$ cat src/rtl/branch_resolve_unit_if.sv
`default_nettype none
// ============================================================================
//  Module   : branch_resolve_unit_if
//  Brief    : Prediction / resolution / redirect / training bundle shared by
//             the fetch predictor, the EX comparator and branch_resolve_unit.
//  Revision : 1.0 - initial release
// ============================================================================
interface branch_resolve_unit_if;
  // Fetch -> unit: prediction records
  logic        pred_valid;
  logic        pred_ready;
  logic [31:0] pred_pc;
  logic        pred_taken;
  logic [31:0] pred_target;
  // EX -> unit: actual outcome of the oldest in-flight branch
  logic        res_valid;
  logic        res_taken;
  logic [31:0] res_target;
  // Unit -> fetch: correction
  logic        redirect_valid;
  logic [31:0] redirect_pc;
  logic        flush;
  // Unit -> predictor: training stream
  logic        upd_valid;
  logic [31:0] upd_pc;
  logic        upd_taken;
  logic [31:0] upd_target;
  // Sticky protocol error
  logic        orphan_err;

  // Resolve-unit side
  modport slave (
    input  pred_valid, pred_pc, pred_taken, pred_target,
    input  res_valid, res_taken, res_target,
    output pred_ready,
    output redirect_valid, redirect_pc, flush,
    output upd_valid, upd_pc, upd_taken, upd_target,
    output orphan_err
  );

  // Pipeline side (fetch + EX)
  modport master (
    output pred_valid, pred_pc, pred_taken, pred_target,
    output res_valid, res_taken, res_target,
    input  pred_ready,
    input  redirect_valid, redirect_pc, flush,
    input  upd_valid, upd_pc, upd_taken, upd_target,
    input  orphan_err
  );
endinterface

`default_nettype wire

$ cat src/rtl/branch_resolve_unit.sv
`default_nettype none
// ============================================================================
//  Module   : branch_resolve_unit
//  Brief    : Queues fetch-stage predictions, checks each against the EX
//             outcome, raises flush + redirect on a mispredict and streams a
//             training update for every resolved branch.
//  Options  : define BRANCH_RESOLVE_STATS_EN to add saturating branch and
//             mispredict counters (stat_branches / stat_mispredicts).
//  Revision : 1.0 - initial release
// ============================================================================
module branch_resolve_unit #(
  parameter int DEPTH        = 4,
  parameter int FLUSH_CYCLES = 2
) (
  input  logic                  clk,
  input  logic                  reset,
  branch_resolve_unit_if.slave  bus
`ifdef BRANCH_RESOLVE_STATS_EN
  ,
  output logic [31:0]           stat_branches,
  output logic [31:0]           stat_mispredicts
`endif
);

  localparam int AW = $clog2(DEPTH);
  localparam int CW = $clog2(DEPTH) + 1;
  localparam int FW = $clog2(FLUSH_CYCLES + 1);

  localparam logic [CW-1:0] DEPTH_C    = CW'(DEPTH);
  localparam logic [CW-1:0] CNT_ONE    = CW'(1);
  localparam logic [AW-1:0] PTR_ONE    = AW'(1);
  localparam logic [FW-1:0] FLUSH_INIT = FW'(FLUSH_CYCLES - 1);
  localparam logic [FW-1:0] FCNT_ONE   = FW'(1);

  typedef enum logic [0:0] {
    IDLE  = 1'b0,
    FLUSH = 1'b1
  } state_t;

  state_t        state;
  state_t        state_nxt;
  logic [FW-1:0] flush_cnt;
  logic [FW-1:0] flush_cnt_nxt;
  logic          flush_out;

  // Prediction record storage
  logic [31:0]   pc_mem     [DEPTH];
  logic          taken_mem  [DEPTH];
  logic [31:0]   target_mem [DEPTH];

  logic [AW-1:0] rd_ptr;
  logic [AW-1:0] wr_ptr;
  logic [CW-1:0] count;

  logic          in_idle;
  logic          not_empty;
  logic          ready;
  logic          do_pop;
  logic          do_push;
  logic          orphan;
  logic          mispredict;
  logic [31:0]   head_pc;
  logic          head_taken;
  logic [31:0]   head_target;
  logic [31:0]   correct_pc;

  // Registered outputs
  logic          redirect_valid_q;
  logic [31:0]   redirect_pc_q;
  logic          upd_valid_q;
  logic [31:0]   upd_pc_q;
  logic          upd_taken_q;
  logic [31:0]   upd_target_q;
  logic          orphan_err_q;

  // Decode the resolve against the head record and the push/pop handshakes
  always_comb begin
    in_idle     = (state == IDLE);
    not_empty   = (count != '0);
    head_pc     = pc_mem[rd_ptr];
    head_taken  = taken_mem[rd_ptr];
    head_target = target_mem[rd_ptr];

    // Resolves are ignored while flushing; with an empty queue they are orphans
    do_pop = bus.res_valid && in_idle && not_empty;
    orphan = bus.res_valid && in_idle && !not_empty;

    mispredict = do_pop &&
                 ((head_taken != bus.res_taken) ||
                  (head_taken && bus.res_taken && (head_target != bus.res_target)));

    correct_pc = bus.res_taken ? bus.res_target : (head_pc + 32'd4);

    // A pop in the same cycle frees a slot, so a full queue still accepts a
    // record while the oldest entry retires.
    ready   = in_idle && ((count < DEPTH_C) || do_pop);
    // A record pushed alongside a mispredicting pop is wrong-path: drop it
    do_push = bus.pred_valid && ready && !mispredict;
  end

  // Queue pointers and occupancy; a mispredict empties the whole queue
  always_ff @(posedge clk or posedge reset) begin
    if (reset) begin
      rd_ptr <= '0;
      wr_ptr <= '0;
      count  <= '0;
    end else if (mispredict) begin
      rd_ptr <= '0;
      wr_ptr <= '0;
      count  <= '0;
    end else begin
      if (do_push) begin
        wr_ptr <= wr_ptr + PTR_ONE;
      end
      if (do_pop) begin
        rd_ptr <= rd_ptr + PTR_ONE;
      end
      case ({do_push, do_pop})
        2'b10:   count <= count + CNT_ONE;
        2'b01:   count <= count - CNT_ONE;
        default: count <= count;
      endcase
    end
  end

  // Record storage; contents are qualified by count, so no reset needed
  always_ff @(posedge clk) begin
    if (do_push) begin
      pc_mem[wr_ptr]     <= bus.pred_pc;
      taken_mem[wr_ptr]  <= bus.pred_taken;
      target_mem[wr_ptr] <= bus.pred_target;
    end
  end

  // Training, redirect and error outputs, one cycle after the resolve
  always_ff @(posedge clk or posedge reset) begin
    if (reset) begin
      upd_valid_q      <= 1'b0;
      upd_pc_q         <= '0;
      upd_taken_q      <= 1'b0;
      upd_target_q     <= '0;
      redirect_valid_q <= 1'b0;
      redirect_pc_q    <= '0;
      orphan_err_q     <= 1'b0;
    end else begin
      upd_valid_q      <= do_pop;
      redirect_valid_q <= mispredict;
      if (do_pop) begin
        upd_pc_q     <= head_pc;
        upd_taken_q  <= bus.res_taken;
        upd_target_q <= bus.res_target;
      end
      if (mispredict) begin
        redirect_pc_q <= correct_pc;
      end
      if (orphan) begin
        orphan_err_q <= 1'b1;
      end
    end
  end

  // Flush FSM state register
  always_ff @(posedge clk or posedge reset) begin
    if (reset) begin
      state     <= IDLE;
      flush_cnt <= '0;
    end else begin
      state     <= state_nxt;
      flush_cnt <= flush_cnt_nxt;
    end
  end

  // Flush FSM next state; flush is high for every cycle spent in FLUSH
  always_comb begin
    state_nxt     = state;
    flush_cnt_nxt = flush_cnt;
    flush_out     = 1'b0;
    case (state)
      IDLE: begin
        if (mispredict) begin
          state_nxt     = FLUSH;
          flush_cnt_nxt = FLUSH_INIT;
        end
      end
      FLUSH: begin
        flush_out = 1'b1;
        if (flush_cnt == '0) begin
          state_nxt = IDLE;
        end else begin
          flush_cnt_nxt = flush_cnt - FCNT_ONE;
        end
      end
      default: begin
        state_nxt = IDLE;
      end
    endcase
  end

`ifdef BRANCH_RESOLVE_STATS_EN
  // Saturating resolve / mispredict counters
  always_ff @(posedge clk or posedge reset) begin
    if (reset) begin
      stat_branches    <= '0;
      stat_mispredicts <= '0;
    end else begin
      if (do_pop && (stat_branches != 32'hFFFF_FFFF)) begin
        stat_branches <= stat_branches + 32'd1;
      end
      if (mispredict && (stat_mispredicts != 32'hFFFF_FFFF)) begin
        stat_mispredicts <= stat_mispredicts + 32'd1;
      end
    end
  end
`endif

  assign bus.pred_ready     = ready;
  assign bus.flush          = flush_out;
  assign bus.redirect_valid = redirect_valid_q;
  assign bus.redirect_pc    = redirect_pc_q;
  assign bus.upd_valid      = upd_valid_q;
  assign bus.upd_pc         = upd_pc_q;
  assign bus.upd_taken      = upd_taken_q;
  assign bus.upd_target     = upd_target_q;
  assign bus.orphan_err     = orphan_err_q;

endmodule

`default_nettype wire

$ cat src/flat_wrapper.sv
// flat-port wrapper written by rule: the top's interface ports become plain ports
module branch_resolve_unit_flat 
#(
  parameter int DEPTH        = 4,
  parameter int FLUSH_CYCLES = 2
)
  (clk, reset, bus_pred_valid, bus_pred_pc, bus_pred_taken, bus_pred_target, bus_res_valid, bus_res_taken, bus_res_target, bus_pred_ready, bus_redirect_valid, bus_redirect_pc, bus_flush, bus_upd_valid, bus_upd_pc, bus_upd_taken, bus_upd_target, bus_orphan_err);
  branch_resolve_unit_if bus_i ();
  input  logic clk;
  input  logic reset;
  input wire logic [$bits(bus_i.pred_valid)-1:0] bus_pred_valid;
  input wire logic [$bits(bus_i.pred_pc)-1:0] bus_pred_pc;
  input wire logic [$bits(bus_i.pred_taken)-1:0] bus_pred_taken;
  input wire logic [$bits(bus_i.pred_target)-1:0] bus_pred_target;
  input wire logic [$bits(bus_i.res_valid)-1:0] bus_res_valid;
  input wire logic [$bits(bus_i.res_taken)-1:0] bus_res_taken;
  input wire logic [$bits(bus_i.res_target)-1:0] bus_res_target;
  output wire logic [$bits(bus_i.pred_ready)-1:0] bus_pred_ready;
  output wire logic [$bits(bus_i.redirect_valid)-1:0] bus_redirect_valid;
  output wire logic [$bits(bus_i.redirect_pc)-1:0] bus_redirect_pc;
  output wire logic [$bits(bus_i.flush)-1:0] bus_flush;
  output wire logic [$bits(bus_i.upd_valid)-1:0] bus_upd_valid;
  output wire logic [$bits(bus_i.upd_pc)-1:0] bus_upd_pc;
  output wire logic [$bits(bus_i.upd_taken)-1:0] bus_upd_taken;
  output wire logic [$bits(bus_i.upd_target)-1:0] bus_upd_target;
  output wire logic [$bits(bus_i.orphan_err)-1:0] bus_orphan_err;
  assign bus_i.pred_valid = bus_pred_valid;
  assign bus_i.pred_pc = bus_pred_pc;
  assign bus_i.pred_taken = bus_pred_taken;
  assign bus_i.pred_target = bus_pred_target;
  assign bus_i.res_valid = bus_res_valid;
  assign bus_i.res_taken = bus_res_taken;
  assign bus_i.res_target = bus_res_target;
  assign bus_pred_ready = bus_i.pred_ready;
  assign bus_redirect_valid = bus_i.redirect_valid;
  assign bus_redirect_pc = bus_i.redirect_pc;
  assign bus_flush = bus_i.flush;
  assign bus_upd_valid = bus_i.upd_valid;
  assign bus_upd_pc = bus_i.upd_pc;
  assign bus_upd_taken = bus_i.upd_taken;
  assign bus_upd_target = bus_i.upd_target;
  assign bus_orphan_err = bus_i.orphan_err;
  branch_resolve_unit #(.DEPTH(DEPTH), .FLUSH_CYCLES(FLUSH_CYCLES)) u_core (.clk(clk), .reset(reset), .bus(bus_i));
endmodule
$ cat config.mk
export PLATFORM = sky130hd
export DESIGN_NAME = branch_resolve_unit_flat
export DESIGN_NICKNAME = d
export VERILOG_FILES = /design/src/rtl/branch_resolve_unit_if.sv /design/src/rtl/branch_resolve_unit.sv /design/src/flat_wrapper.sv
export SDC_FILE = /design/constraint.sdc
export NUM_CORES = 1
export LEC_CHECK = 0
export CAP_MARGIN = 20
export CORE_MARGIN = 4
export CORE_UTILIZATION = 55
export CTS_CLUSTER_SIZE = 12
export DETAILED_ROUTE_END_ITERATION = 6
export PLACE_DENSITY = 0.8
export SETUP_SLACK_MARGIN = 0.2
export SYNTH_ARGS = -nofsm -noshare
export SYNTH_HDL_FRONTEND = slang
export SYNTH_SLANG_ARGS = --single-unit
$ cat constraint.sdc
create_clock -name clk -period 5.1 [get_ports clk]
set_input_delay 1.02 -clock clk [delete_from_list [all_inputs] [get_ports clk]]
set_output_delay 1.02 -clock clk [all_outputs]
set_load 0.02 [all_outputs]
==> impl_metrics.py, run 1 <==
metrics = {
    "drt": {
        "drtIter0Drc": 705,
        "viasPerCell": 5.85,
        "drc": 0,
        "postRouteAntennaNets": 0,
        "vias": 8195,
        "drt-wirelength-per-cell_microns": 25.2,
        "firstDrtPassIters": 5,
        "wl_microns": 35300,
    },
    "critical_path": {
        "cpPeakStageDelay_ns": 0.68,
        "rr_startpoint": "u_core.rd_ptr[0]",
        "r2r_end": "u_core.pc_mem[3][6]",
        "start_kind": "register",
        "crit_fanout": 32,
        "endpoint_kind": "register",
        "worstPathArrival_ns": 4.33,
        "slowest_stage": "dfrtp_4",
        "required_ns": 5.30,
        "cp_cell_sequence": "buf_4 > mux4_2 > xnor2_1 > nand4_1 > nor4_1 > a21boi_1 > o21ai_4 > buf_4 > and3_4 > buf_12",
        "crit_type": "register to register",
        "ff2ff_setup_slack_ns": 0.97,
        "rr_worst_depth": 10,
        "worst_path_most_repeated_cell": "buf_4",
    },
    "hold_path": {
        "hold_end": "u_core.bus.redirect_pc[6]",
        "whs_path_depth": 1,
        "min_from": "u_core.bus.redirect_pc[6]",
        "min_path_type": "register to register",
    },
    "timing": {
        "relSlewSlack": 0.343,
        "finalCriticalPeriod_ns": 4.13,
        "fin_crit_sh": 0.811,
        "slew_violations": 0,
        "tns_ns": 0,
        "max_freq_mhz": 242,
        "grt_setup_unrepaired": "no",
        "finalSetupViolations": 0,
        "hold_violations": 0,
        "tightest_slew_ns": 0.977,
        "fin_worst_skew_ns": 0.0163,
    },
    "global_route": {
        "antenna_found_initial": 3,
        "gr-total-overflow": 0,
        "grt_pass1_wl_microns": 52600,
        "grt_pass1_vias": 8534,
        "grt_usage": 0.241,
        "grt_max_degree": 68,
    },
    "synthesis": {
        "synth-edff-count": 260,
        "synth_area_leaders": "edfxtp_1 (52%), dfrtp_1 (19%), mux4_2 (9.8%)",
        "synth_nets": 918,
        "synth_area_sq_mm": 0.0149,
        "syn_inst": 807,
        "ys_warn_count": 0,
        "yosysTopAreaCell": "edfxtp_1",
        "yosysUniqueCellTypes": 41,
        "synth_flop_cell": "edfxtp_1",
        "yosys.area.top_type_share": 0.525,
        "ys_ff_latch": 370,
        "async_flop_share": 0.297,
        "ys_seq_area_frac": 0.710,
        "avgSynthCellArea_sq_um": 18.4,
    },
    "flow_run": {
        "cap_violations": 0,
    },
    "place": {
        "hpwl_microns": 24200,
        "io_buffers": 203,
        "place.gp.congestion": 0.846,
    },
    "clock_tree": {
        "post-cts-setup-buffers": 0,
        "postCtsHoldBufs": 0,
        "cts_buffer_depth": 3,
        "cts.sinks": 370,
        "htreeDepth": 2,
        "clk_latency_ns": 0.52,
        "root_buffer": "clkbuf_16",
        "cts_tree": "yes",
        "clk_pin_slew_ns": 0.06,
        "ctsResizeCount": 0,
        "cts_buffers": 38,
    },
    "finish": {
        "antenna_cells": 0,
        "fin_nets": 1149,
        "syn_to_final_growth_pct": 24.4,
        "drive_gt1_frac": 0.212,
    },
    "floorplanning": {
        "core_sq_mm": 0.0264,
        "start_util": 0.564,
        "fp.dieH_microns": 172,
        "die_area_sq_mm": 0.0297,
        "rows": 59,
        "ios": 204,
        "die_w_microns": 172,
    },
    "power": {
        "p_per_area_mw_per_mm2": 594,
        "finalPower_w": 0.0110,
        "ir_drop_mv": 0.302,
        "p_leak_nw": 6.41,
    },
    "outcome": {
        "status": "complete, no violations",
    },
}
## through the flow
step	instance area (sq um)	setup WS [ns]	std cells	hold WS [ns]	util
after floorplan	14900	0.687	807	0.483	-
after global placement	17400	0.963	1333	0.472	0.660
after detailed placement	17400	0.916	1333	0.481	0.660
after CTS	18500	0.917	1400	0.494	0.702
after global routing	18500	0.686	1400	0.504	0.702
final	18500	0.965	1400	0.489	0.702
## state kept, by name (all words and copies together) (netlist names)
name                       cells
u_core.bus.orphan_err          1
u_core.bus.redirect_pc        32
u_core.bus.redirect_valid      1
u_core.bus.upd_pc             32
u_core.bus.upd_taken           1
u_core.bus.upd_target         32
u_core.bus.upd_valid           1
u_core.count                   3
u_core.flush_cnt               2
u_core.pc_mem                128
u_core.rd_ptr                  2
u_core.state                   1
u_core.taken_mem               4
u_core.target_mem            128
u_core.wr_ptr                  2
## cells in the mapped netlist, types with 9 or more instances
cell type,number
inv_1,10
nand2_1,43
nand4_1,13
nand3_1,9
dfrtp_1,110
nor2_1,14
mux2_1,25
mux2_2,77
edfxtp_1,260
xnor2_1,50
o21ai_0,27
xor2_1,14
mux4_2,65
clkbuf_1,12
## routing by layer
| metal | share of wire | global-route usage |
|---|---|---|
| met1 | 0.40 | 0.328 |
| met2 | 0.48 | 0.387 |
| met3 | 0.080 | 0.0553 |
| met5 | 0.0011 | 0 |
| met4 | 0.037 | 0.0868 |
## cell type report
class / instances / area [sq um]
Sequential cell: 370 / 10600
Fill cell: 1695 / 7850
Multi-Input combinational cell: 391 / 4090
Timing Repair Buffer: 226 / 2270
Clock buffer: 62 / 1080
Tap cell: 335 / 419
Inverter: 11 / 45.0
Clock inverter: 5 / 26.3
## logic make-up after synthesis
kind of cell,share of synthesized area
flip-flops,0.710
multiplexers,0.176
AND/OR/NAND/NOR,0.0381
XOR/XNOR,0.0377
buffers and inverters,0.0161
AO/OA/AOI/OAI,0.0146
adder cells (fa/ha/maj),0.00808
## worst max-delay path: cells and delay by family (launching register included)
kind / cells / cell delay (ns)
compound gates: 2 / 0.43
flops: 1 / 0.68
xor+xnor: 1 / 0.19
buf+inv: 3 / 0.92
simple gates: 3 / 1.02
mux: 1 / 0.55
## power breakdown
part | internal (W) | switching [W] | total, W
Sequential | 0.00398 | 0.000397 | 0.00437
Clock | 0.00145 | 0.00105 | 0.00250
Combinational | 0.00203 | 0.00209 | 0.00412
Total | 0.00745 | 0.00354 | 0.0110
## worst max-delay path by stage
stage                                          end         startpoint  depth (start not counted)
after floorplan                u_core.pc_mem[3][0]   u_core.rd_ptr[0]                          9
final                          u_core.pc_mem[3][6]   u_core.rd_ptr[0]                         10
after detailed placement      u_core.pc_mem[3][17]   u_core.rd_ptr[0]                         10
after global placement    u_core.target_mem[0][14]  bus_res_target[1]                          9
after global routing          u_core.pc_mem[0][20]   u_core.rd_ptr[0]                         10
after CTS                      u_core.pc_mem[3][6]   u_core.rd_ptr[0]                         10
## cells in the final DEF (no fill, tap or decap), types with 8 or more instances in the layout
master,instances
mux2_2,77
xnor2_1,50
edfxtp_1,260
buf_4,17
nor3_1,8
xor2_1,14
clkbuf_1,21
o21ai_0,27
nand4_1,13
dfrtp_1,108
nand2_1,43
inv_1,9
clkbuf_16,39
nand3_1,9
mux4_2,65
clkdlybuf4s50_1,202
ha_1,8
mux2_1,25
nor2_1,14
Note: power is estimated with default switching activity, not from simulation.
==> inputs of run 2 (changes only) <==
CORE_UTILIZATION = 49   (was 55)
PLACE_DENSITY = 0.75   (was 0.8)
clock period = 3.4 ns   (was 5.1 ns; I/O delays follow)
==> run 2 against run 1 <==
  * The run now ends with setup timing left
  * Final cell count grew 12%
  * Routed wire length grew 16%
  * Largest cell class unchanged
  * Final area grew 10%
  * Core utilization shrank 1.8 points
  * Fmax grew 13%
  * Critical endpoint is now u_core.pc_mem[1][24]
==> impl_metrics.py, run 2 (synthesized netlist as in run 1, its figures left out) <==
metrics = {
    "global_route": {
        "antenna_found_initial": 4,
        "gr-total-overflow": 0,
        "grt_usage": 0.245,
        "grt_pass1_vias": 9256,
        "grt_pass1_wl_microns": 60400,
        "grt_max_degree": 63,
    },
    "floorplanning": {
        "die_area_sq_mm": 0.0332,
        "die_w_microns": 182,
        "core_sq_mm": 0.0298,
        "fp.dieH_microns": 182,
        "rows": 63,
        "start_util": 0.499,
        "ios": 204,
    },
    "power": {
        "p_leak_nw": 7.31,
        "ir_drop_mv": 0.496,
        "p_per_area_mw_per_mm2": 878,
        "finalPower_w": 0.0179,
    },
    "clock_tree": {
        "clk_pin_slew_ns": 0.06,
        "cts_tree": "yes",
        "cts_buffer_depth": 3,
        "cts.sinks": 370,
        "clk_latency_ns": 0.52,
        "root_buffer": "clkbuf_16",
        "htreeDepth": 2,
        "cts_buffers": 39,
    },
    "critical_path": {
        "rr_worst_depth": 12,
        "slowest_stage": "mux4_2",
        "path_depth": 12,
        "endpoint_kind": "register",
        "path_delay_family": "buffers and inverters",
        "rr_startpoint": "u_core.rd_ptr[0]",
        "crit_type": "register to register",
        "required_ns": 3.63,
        "crit_path_start": "u_core.rd_ptr[0]",
        "worst_path_most_repeated_cell": "buf_4",
        "crit_buf_inv": 5,
        "crit_fanout": 7,
        "cpPeakStageDelay_ns": 0.57,
        "cp_cell_sequence": "buf_4 > mux4_2 > xnor2_1 > nand4_1 > nor4_2 > a21boi_2 > o21ai_4 > buf_4 > buf_12 > and3_4 > buf_6 > bufbuf_16",
        "worstPathArrival_ns": 3.87,
        "start_kind": "register",
    },
    "timing": {
        "fin_worst_skew_ns": 0.0123,
        "finalSetupViolations": 262,
        "tightest_slew_ns": 0.778,
        "grt_setup_unrepaired": "yes",
        "finalCriticalPeriod_ns": 3.64,
        "fin_crit_sh": 1.07,
        "relSlewSlack": 0.481,
        "tns_ns": -41.74,
        "layout_setup_ws_ns": -0.245,
        "slew_violations": 0,
        "hold_violations": 0,
        "max_freq_mhz": 274,
    },
    "drt": {
        "vias": 8878,
        "firstDrtPassIters": 5,
        "drtIter0Drc": 903,
        "drt-wirelength-per-cell_microns": 26.1,
        "wl_microns": 40800,
        "drc": 0,
        "postRouteAntennaNets": 0,
        "viasPerCell": 5.68,
    },
    "finish": {
        "fin_nets": 1255,
        "syn_to_final_growth_pct": 37.0,
        "stdcell_count": 1563,
        "reg_top3": "u_core.pc_mem: 128 flops, u_core.target_mem: 128 flops",
        "final_common_cell": "edfxtp_1",
        "fillers": 1889,
        "drive_gt1_frac": 0.298,
        "mostFrequentLayoutCells": "edfxtp_1 (260), clkdlybuf4s50_1 (202), dfrtp_1 (108), mux2_2 (77), buf_4 (67)",
    },
    "hold_path": {
        "min_path_type": "register to register",
        "whs_path_depth": 1,
        "min_from": "u_core.bus.orphan_err",
    },
    "place": {
        "dp_slack_ns": -0.398,
        "hpwl_microns": 25000,
        "io_buffers": 203,
        "place.gp.congestion": 0.792,
        "place_inst": 1434,
    },
    "flow_run": {
        "cap_violations": 0,
    },
    "outcome": {
        "status": "finished with violations",
        "failed_checks": "setup timing",
    },
}
==> run 2: worst paths after layout <==
| check | end | slack (ns) |
|---|---|---|
| worst min register to register | u_core.bus.orphan_err | 0.48 |
| worst min-delay path | u_core.bus.orphan_err | 0.48 |
| worst max-delay path | u_core.pc_mem[1][24] | -0.24 |
| worst max register to register | u_core.pc_mem[1][24] | -0.24 |
| min in group asynchronous | u_core.bus.upd_target[0] | 0.62 |
| max in group asynchronous | u_core.bus.redirect_pc[16] | 1.97 |
==> run 2: where the power goes <==
part           leakage [nW]  internal, W  switching [W]  total, W
Combinational          3.07      0.00388        0.00356   0.00744
Sequential             3.67      0.00596       0.000506   0.00647
Clock                 0.574      0.00233        0.00166   0.00398
Total                  7.31       0.0122        0.00572    0.0179
==> run 2: timing repair <==
item / 4_1_cts / 5_1_grt
hold buffers: 0 / 0
endpoints found under the setup margin: 295 / 295
resized for setup: 44 / 10
pin swaps: 7 / 5
setup buffers: 33 / 0
cloned: 25 / 1
==> run 2: layout make-up <==
class / count / area (sq um) / share of cell area
Multi-Input combinational cell: 391 / 4190 / 0.206
Timing Repair Buffer: 331 / 3910 / 0.192
Inverter: 11 / 46.3 / 0.00227
Tap cell: 390 / 488 / 0.0239
Sequential cell: 370 / 10600 / 0.518
Antenna cell: 1 / 2.50 / 0.000123
Clock inverter: 11 / 71.3 / 0.00350
Clock buffer: 58 / 1110 / 0.0544
==> run 2: metrics by stage <==
stage	hold WS [ns]	area, sq um	utilization
floorplan	0.483	14900	-
global placement	0.451	17900	0.601
detailed placement	0.458	17900	0.601
CTS	0.474	20300	0.682
global route	0.509	20400	0.684
finish	0.484	20400	0.684
==> run 2: metal layers <==
layer  vias up  GRT usage  wire [microns]
met1      4578      0.350           16500
met2       413      0.375           19200
li1       3805          -               -
met3        76     0.0630            3740
met5         -          0              34
met4         6     0.0787            1290
==> inputs of run 3 (changes only) <==
CORE_ASPECT_RATIO = 1.5   (was not set)
==> run 3 against run 2 <==
  * The flow still finishes with violations (setup timing)
  * Via count grew 6.4%
  * Combinational power rose by 14%
  * Worst setup slack got worse by 0.14 ns
  * Non-clock buffer count grew 60
  * Final cell count rose by 4.1%
  * Global-route usage rose by 1.7 points
  * Final area up 4.5%
  * Flip-flop and latch count unchanged
==> impl_metrics.py, run 3 (synthesized netlist as in run 1, its figures left out) <==
metrics = {
    "drt": {
        "postRouteAntennaNets": 0,
        "drc": 0,
        "vias": 9442,
        "drtIter0Drc": 930,
        "wl_microns": 45600,
        "viasPerCell": 5.80,
        "firstDrtPassIters": 7,
        "drt-wirelength-per-cell_microns": 28.0,
    },
    "global_route": {
        "antenna_found_initial": 4,
        "grt_max_degree": 63,
        "grt_pass1_wl_microns": 63700,
        "grt_usage": 0.262,
        "gr-total-overflow": 0,
        "grt_pass1_vias": 9922,
    },
    "timing": {
        "relSlewSlack": 0.545,
        "slew_violations": 0,
        "grt_setup_unrepaired": "yes",
        "hold_violations": 0,
        "layout_setup_ws_ns": -0.383,
        "fin_worst_skew_ns": 0.0245,
        "tightest_slew_ns": 0.682,
        "max_freq_mhz": 264,
        "finalCriticalPeriod_ns": 3.78,
        "finalSetupViolations": 287,
        "fin_crit_sh": 1.11,
    },
    "floorplanning": {
        "fp.dieH_microns": 221,
        "rows": 77,
        "die_area_sq_mm": 0.0333,
        "ios": 204,
        "core_sq_mm": 0.0297,
        "die_w_microns": 150,
        "start_util": 0.501,
    },
    "place": {
        "hpwl_microns": 26100,
        "place.gp.congestion": 0.801,
        "placed_area_sq_mm": 0.0181,
        "place_inst": 1453,
        "io_buffers": 203,
    },
    "hold_path": {
        "min_path_type": "input pin to async pin",
    },
    "critical_path": {
        "cp_cell_sequence": "buf_12 > buf_4 > buf_4 > mux4_2 > xnor2_1 > nand4_1 > nor4_2 > a21boi_2 > o21ai_4 > nand2_2 > ha_4 > fa_2 > xnor2_2 > nor2_1 > xor2_1 > and2_1",
        "worstPathArrival_ns": 4.19,
        "start_kind": "register",
        "cpPeakStageDelay_ns": 0.52,
        "endpoint_kind": "register",
        "slowest_stage": "dfrtp_4",
        "worst_path_most_repeated_cell": "buf_4",
        "crit_type": "register to register",
        "crit_fanout": 8,
        "required_ns": 3.81,
    },
    "finish": {
        "mostFrequentLayoutCells": "edfxtp_1 (260), clkdlybuf4s50_1 (202), dfrtp_1 (108), buf_4 (72), mux2_2 (69)",
        "design_area_sq_mm": 0.0213,
        "fin_nets": 1313,
        "syn_to_final_growth_pct": 43.2,
        "drive_gt1_frac": 0.352,
        "reg_top3": "u_core.pc_mem: 128 flops, u_core.target_mem: 128 flops",
        "fillers": 1773,
        "final_common_cell": "edfxtp_1",
        "stdcell_count": 1627,
    },
    "clock_tree": {
        "cts.sinks": 370,
        "postCtsHoldBufs": 0,
        "clk_latency_ns": 0.53,
        "cts_tree": "yes",
        "cts_buffer_depth": 3,
        "root_buffer": "clkbuf_16",
        "cts_buffers": 37,
        "htreeDepth": 2,
        "clk_pin_slew_ns": 0.06,
    },
    "power": {
        "p_leak_nw": 7.82,
        "ir_drop_mv": 0.478,
        "finalPower_w": 0.0188,
        "switchingPower_w": 0.00616,
        "p_per_area_mw_per_mm2": 881,
        "intPower_w": 0.0126,
        "power.share.clock": 0.197,
        "p_sw_frac": 0.328,
        "seqPwrFrac": 0.351,
        "power_frac_comb": 0.452,
    },
    "outcome": {
        "failed_checks": "setup timing",
        "status": "finished with violations",
    },
    "flow_run": {
        "cap_violations": 0,
    },
}
-- run 3: cell count changes in the layout (fill, tap and decap cells not counted), moves of 5 or more --
| cell | previous run | this run |
|---|---|---|
| mux2_2 | 77 | 69 |
| mux2_1 | 25 | 0 |
| buf_4 | 67 | 72 |
| clkbuf_1 | 15 | 24 |
| buf_6 | 9 | 31 |
| bufbuf_16 | 12 | 0 |
| buf_12 | 23 | 42 |
| buf_8 | 3 | 11 |
| clkinv_1 | 7 | 0 |
| mux2_4 | 0 | 33 |
| buf_16 | 13 | 27 |
-- run 3: repair_timing --
action,4_1_cts,5_1_grt
endpoints found under the setup margin,284,295
gates resized for setup,115,35
pin swaps,10,9
buffers inserted,57,16
cloned,27,5
-- run 3: power groups by stage --
| stage | clock network [W] | registers (W) | logic (W) |
|---|---|---|---|
| after floorplan | 0 | 0.00716 | 0.00315 |
| after global placement | 0 | 0.00656 | 0.00647 |
| after detailed placement | 0 | 0.00661 | 0.00657 |
| after CTS | 0.00370 | 0.00654 | 0.00788 |
| after global routing | 0.00395 | 0.00666 | 0.00884 |
| final | 0.00370 | 0.00658 | 0.00849 |
-- run 3: cell type report --
cell class,count,area (sq um),area share
well taps,395,494,0.0232
repair buffers,391,4790,0.225
clock inverters,2,10.0,0.000470
diodes,4,10.0,0.000470
multi-input cells,391,4340,0.204
flip-flops and latches,370,10600,0.496
clock buffers,63,1040,0.0490
inverters,11,46.3,0.00217
-- run 3: critical path: cells and delay by family (launching register included) --
kind                       cells  cell delay (ns)
adders and majority gates      2             0.56
xor gates and xnor gates       3             0.54
muxes                          1             0.43
and+or+nand+nor                5             0.82
buffers and inverters          3             0.43
DFF                            1             0.52
AOI/OAI and AO/OA              2             0.35
-- run 3: per-layer routing --
layer  track usage  wire length [microns]
met5             0                      0
met4         0.125                   2380
met3        0.0458                   3000
met2         0.468                  24900
met1         0.302                  15300
-- run 3: through the flow --
step           worst slack, ns  hold WS, ns   util  setup TNS (ns)
2_1_floorplan          -0.0503        0.483      -         -0.0587
3_5_place_dp            -0.197        0.453  0.610          -35.14
6_report                -0.383        0.439  0.718          -60.89
4_1_cts                -0.0846        0.435  0.703          -0.418
5_1_grt                 -0.464        0.445  0.718          -82.78
3_3_place_gp            -0.187        0.446  0.610          -30.58
-- run 3: final timing paths --
| check | from | slack (ns) | depth (start not counted) | endpoint |
|---|---|---|---|---|
| worst max-delay path | u_core.rd_ptr[0] | -0.38 | 16 | u_core.count[2] |
| worst min-delay path | reset | 0.44 | 2 | u_core.bus.upd_pc[1] |
| worst max register to register | u_core.rd_ptr[0] | -0.38 | 16 | u_core.count[2] |
| worst min register to register | u_core.bus.orphan_err | 0.46 | 1 | u_core.bus.orphan_err |
| max in group asynchronous | reset | 2.40 | 3 | u_core.bus.upd_pc[18] |
| min in group clk | u_core.bus.orphan_err | 0.46 | 1 | u_core.bus.orphan_err |
